[src/rtl/prog_ring_counter.sv]
// Programmable ring / Johnson / bounce counter with prescaled stepping,
// parallel load and illegal-pattern self-correction.
//
// Ports:
//   Clock, Reset      rising-edge clock, synchronous active-high reset
//   en                count enable (0 holds pattern and tick counter)
//   mode              00 ring, 01 Johnson, 10 bounce, 11 hold
//   dir               0 shift toward MSB, 1 toward LSB (ignored in bounce)
//   prescale          step every prescale+1 enabled cycles
//   load, load_val    parallel load strobe and pattern
//   err_clr           clears the sticky err flag
//   Count_out         registered pattern
//   wrap              one-cycle pulse when a legal step lands on home
//   err               sticky flag: an illegal pattern was corrected
//   io_oeb            GPIO output enables, tied to all-outputs
module prog_ring_counter #(
   parameter int               WIDTH      = 4,
   parameter logic [WIDTH-1:0] INIT       = WIDTH'(1),
   parameter int               PRESCALE_W = 8
) (
   input  logic                  Clock,
   input  logic                  Reset,
   input  logic                  en,
   input  logic [1:0]            mode,
   input  logic                  dir,
   input  logic [PRESCALE_W-1:0] prescale,
   input  logic                  load,
   input  logic [WIDTH-1:0]      load_val,
   input  logic                  err_clr,
   output logic [WIDTH-1:0]      Count_out,
   output logic                  wrap,
   output logic                  err,
   output logic [WIDTH-1:0]      io_oeb
);

   localparam logic [WIDTH-1:0] HOME_J = '0;
   localparam logic [WIDTH-1:0] HOME_B = WIDTH'(1);

   logic [WIDTH-1:0]      cnt_q, cnt_d;
   logic [PRESCALE_W-1:0] tick_q, tick_d;
   logic                  bdir_q, bdir_d;
   logic                  wrap_q, wrap_d;
   logic                  err_q, err_d;

   logic                  step;
   logic                  legal;
   logic                  nbdir;
   logic [WIDTH-1:0]      nxt;
   logic [WIDTH-1:0]      home;
   logic [WIDTH-2:0]      trans;

   assign step  = en && (mode != 2'b11) && (tick_q == prescale);
   // Johnson patterns have at most one boundary between adjacent bits.
   assign trans = cnt_q[WIDTH-1:1] ^ cnt_q[WIDTH-2:0];

   always_comb begin
      nxt   = cnt_q;
      legal = 1'b1;
      home  = INIT;
      nbdir = bdir_q;
      case (mode)
         2'b00: begin
            home  = INIT;
            legal = $onehot(cnt_q);
            nxt   = dir ? {cnt_q[0], cnt_q[WIDTH-1:1]}
                        : {cnt_q[WIDTH-2:0], cnt_q[WIDTH-1]};
         end
         2'b01: begin
            home  = HOME_J;
            legal = ($countones(trans) <= 1);
            nxt   = dir ? {~cnt_q[0], cnt_q[WIDTH-1:1]}
                        : {cnt_q[WIDTH-2:0], ~cnt_q[WIDTH-1]};
         end
         2'b10: begin
            home  = HOME_B;
            legal = $onehot(cnt_q);
            // The reversing step also moves, inward.
            if (!bdir_q) begin
               if (cnt_q[WIDTH-1]) begin
                  nbdir = 1'b1;
                  nxt   = cnt_q >> 1;
               end else begin
                  nxt   = cnt_q << 1;
               end
            end else begin
               if (cnt_q[0]) begin
                  nbdir = 1'b0;
                  nxt   = cnt_q << 1;
               end else begin
                  nxt   = cnt_q >> 1;
               end
            end
         end
         default: begin
            nxt   = cnt_q;
            legal = 1'b1;
            home  = INIT;
         end
      endcase
   end

   always_comb begin
      cnt_d  = cnt_q;
      tick_d = tick_q;
      bdir_d = bdir_q;
      wrap_d = 1'b0;
      err_d  = err_q;
      if (err_clr) err_d = 1'b0;
      if (load) begin
         cnt_d  = load_val;
         tick_d = '0;
         bdir_d = 1'b0;
      end else if (step) begin
         tick_d = '0;
         if (!legal) begin
            // Correction wins over a simultaneous err_clr.
            cnt_d  = home;
            err_d  = 1'b1;
            bdir_d = 1'b0;
         end else begin
            cnt_d  = nxt;
            bdir_d = nbdir;
            wrap_d = (nxt == home);
         end
      end else if (mode == 2'b11) begin
         tick_d = '0;
      end else if (en) begin
         tick_d = tick_q + PRESCALE_W'(1);
      end
   end

   always_ff @(posedge Clock) begin
      if (Reset) begin
         cnt_q  <= INIT;
         tick_q <= '0;
         bdir_q <= 1'b0;
         wrap_q <= 1'b0;
         err_q  <= 1'b0;
      end else begin
         cnt_q  <= cnt_d;
         tick_q <= tick_d;
         bdir_q <= bdir_d;
         wrap_q <= wrap_d;
         err_q  <= err_d;
      end
   end

   assign Count_out = cnt_q;
   assign wrap      = wrap_q;
   assign err       = err_q;
   assign io_oeb    = '0;

endmodule

[config.mk]
export PLATFORM = sky130hd
export DESIGN_NAME = prog_ring_counter
export DESIGN_NICKNAME = d
export VERILOG_FILES = /design/src/rtl/prog_ring_counter.sv
export SDC_FILE = /design/constraint.sdc
export NUM_CORES = 1
export LEC_CHECK = 0
export CAP_MARGIN = 0
export CORE_MARGIN = 2
export CORE_UTILIZATION = 49
export CTS_BUF_LIST = sky130_fd_sc_hd__clkbuf_8 sky130_fd_sc_hd__clkbuf_16
export DETAILED_ROUTE_END_ITERATION = 7
export PLACE_DENSITY = 0.86
export SLEW_MARGIN = 10
export SYNTH_ARGS = -nofsm -noshare
export SYNTH_HDL_FRONTEND = slang
export SYNTH_SLANG_ARGS = --single-unit
[constraint.sdc]
create_clock -name Clock -period 3.7 [get_ports Clock]
set_input_delay 0.555 -clock Clock [delete_from_list [all_inputs] [get_ports Clock]]
set_output_delay 0.555 -clock Clock [all_outputs]
set_load 0.01 [all_outputs]
==> results.md <==
* Vert. Die Dim at 54 um
* Seq cells post-synth at 15
* CTS root buf: clkbuf_8
* Post-synth top cells: 16 x nor2_1, 15 x dfxtp_1, 14 x xor2_1
* Hold-fix buffers, CTS at 0
* Seq/Total Area, Yosys at between 20% and 30%
* Via count at 1170
* Die ar. at around 2900 um2
* CP Max Fanout at 12
* Min-delay worst type: register to register
* Setup violators final at 0
* Initial antenna violation count at 0
* Setup bufs post-CTS at 0
* Site row count at 18
* Fraction of registers with async set/reset at 0%
* Mapped Area at around 1200 um2
* Die Span X at 54 um
* Max Cap Viol at 0
* GPL Wtd Cong at 0.8869
* YS warnings at 0
* Pwr/cell area at about 280 nW/um2
* Post_cts resized at 0
* FILL cells at around 220
* Layout cells sized above 1 at between 4 and 5%
* Avg Cell Area, Syn at approximately 8.2 um2
* Total GRT Usage at 22.07%
* Sw power at approximately 0.00013 W
* Post-Route WL at approximately 2.8 mm
* PnR Total Power at roughly 0.00043 W
* CP endpoint kind: register
* DR pass1 iterations at 4
* Nets@finish at 196
* Switching Share at ~30%
* Post-route ant nets at 0
* First-pass GRT wire length at roughly 4.7 mm
* P&R area growth vs syn at 22.27%
* Final setup TNS at 0 ns
* Cells after synthesis at 149
* First DRT Iteration DRCs at 30
* FF-to-FF Start: Count_out[0]$_SDFFE_PP1P_
* Worst rel slew slack at 60.36%
* Number of global-route vias before repair at around 1100
* Final core area utilization at 61.57%
* Post-DP HPWL at roughly 2.2 mm
* Largest cells by area after synthesis: dfxtp_1 25%, xor2_1 10%, ha_1 5.1%
* Cell with the most instances after synthesis: nor2_1
* Worst EP arrival at 3.18 ns
* # port buffers at 25
* Post-route clock skew at 0.004956 ns
* Worst Tran Pin Value at just under 0.6 ns
* # DRC at 0
* Cell Int Power at ~0.0003 W
* EDFF count, synth at 0
* Clock power frac at slightly above 30%
* Cell taking the most area after synthesis: dfxtp_1
* Critical path startpoint category: register
* Fmax at around 0.33 GHz
* Clk slew on worst S/H paths at approximately 0.060 ns
* Cell leakage power at 0.5964 nW
* I/O pin count at 30
* Placed Area at approximately 1500 um2
* Yosys cell types at 48
* Worst Path Required at 3.87 ns
* Fin area at 1498 um2
* Reg power frac at 41.5%
* Post-layout min period at about 3 ns
* Max IR drop VDD at just over 0.0002 V
* H-Tree Depth at 1
* Logic pwr share at between 20% and 30%
* Yosys top cell area share at roughly 25%
* Critical hold path startpoint: err$_SDFF_PP0_
* Clk_lat worst skew at around 0.25 ns
* Main flop type after synthesis: dfxtp_1
* CTS tree: yes
* Global route total overflow at 0
* ANT cells at 0
* RSZ-0062 raised after global routing: false
* CP startpoint: Count_out[0]$_SDFFE_PP1P_
* Num CTS Buffers at 3
* Initial Util at 50.36%
* WL/cell at around 14 um
* Fin crit share at between 80% and 90%
* Crit Path Category: register to register
* Core Area at ~2400 um2
* CTS sink cnt at 15
* Hold Vio Cnt, Final at 0
* Pin count of the biggest net entering global routing at 18
* Status: finished clean
* Vias per std cell at about 5.9
* Final max-slew violation count at 0
* Clock buffer depth at 2
==> final timing paths <==
check | end | slack, ns | depth (start not counted)
worst max-delay path | Count_out[0]$_SDFFE_PP1P_ | 0.69 | 10
worst min-delay path | err$_SDFF_PP0_ | 0.48 | 2
worst max register to register | Count_out[0]$_SDFFE_PP1P_ | 0.69 | 10
worst min register to register | err$_SDFF_PP0_ | 0.48 | 2
==> metal layers <==
layer  part of all wire (%)  routed length, um  track usage [%]  up-vias
met1                     40               1129            24.37      557
met2                     52               1468            41.46       40
li1                       -                  -                -      564
met3                    5.2                146            2.778        9
met5                      0                  0                0        -
met4                    2.6                 74            10.00        0
==> cell type report <==
cell class	instances	area, um2	area share (%)
Clock buffer	3	41.29	2.757
Clock inverter	1	5.005	0.3342
Inverter	8	30.03	2.005
Multi-Input combinational cell	116	833.3	55.64
Sequential cell	15	300.3	20.05
Tap cell	30	37.54	2.506
Timing Repair Buffer	25	250.2	16.71
==> flip-flops by register name (all words and copies together) (netlist names) <==
register   count
Count_out      4
bdir_q         1
wrap           1
err            1
tick_q         8
==> power groups by stage <==
stage | logic (W) | clock network (W) | registers [W]
2_1_floorplan | 0.0000810 | 0 | 0.000174
3_3_place_gp | 0.000111 | 0 | 0.000179
3_5_place_dp | 0.000115 | 0 | 0.000180
4_1_cts | 0.000116 | 0.000137 | 0.000176
5_1_grt | 0.000130 | 0.000142 | 0.000178
6_report | 0.000116 | 0.000133 | 0.000177
==> worst max-delay path, stage by stage, from the launching register on <==
cell,delay (ns)
dfxtp_1,0.60
inv_1,0.16
fa_1,0.56
inv_1,0.05
ha_1,0.17
ha_1,0.26
nor3b_1,0.40
o22ai_1,0.18
a2111oi_2,0.31
a2111oi_1,0.09
mux2i_1,0.15
==> stage by stage <==
step | instances | hold slack (ns) | setup slack, ns
3_3_place_gp | 194 | 0.4557 | 0.9087
3_5_place_dp | 194 | 0.4717 | 0.6999
6_report | 198 | 0.4821 | 0.6900
2_1_floorplan | 152 | 0.4830 | 0.8652
4_1_cts | 198 | 0.4835 | 0.7114
5_1_grt | 198 | 0.5132 | 0.4699
==> cell families (layout without fill, tap and decap cells) <==
family | Yosys count | after routing | synth area share, %
flip-flops | 15 | 15 | 24.51
AND/OR/NAND/NOR | 53 | 53 | 22.27
buffers and inverters | 21 | 37 | 8.376
other | 1 | 4 | 0.3061
XOR/XNOR | 17 | 17 | 12.16
multiplexers | 7 | 7 | 5.822
adder cells (fa/ha/maj) | 7 | 7 | 8.376
AO/OA/AOI/OAI | 28 | 28 | 18.18
==> cell usage in the layout, fill, tap and decap left out, types with 2 or more instances in the layout <==
| master | instances |
|---|---|
| and3_1 | 3 |
| clkbuf_8 | 3 |
| ha_1 | 5 |
| nand2b_1 | 2 |
| o22ai_1 | 3 |
| nand3_1 | 3 |
| mux2i_1 | 6 |
| xnor2_1 | 3 |
| clkdlybuf4s50_1 | 25 |
| nand2_1 | 11 |
| nor3_1 | 4 |
| o32ai_1 | 2 |
| o21ai_0 | 3 |
| nand4_1 | 4 |
| a311oi_1 | 2 |
| dfxtp_1 | 15 |
| a21oi_1 | 2 |
| nor2_1 | 16 |
| a21o_1 | 2 |
| inv_1 | 8 |
| a32o_1 | 2 |
| fa_1 | 2 |
| conb_1 | 4 |
| xor2_1 | 14 |
| nor2b_1 | 2 |
No activity file was read; power rests on OpenSTA's default activity.
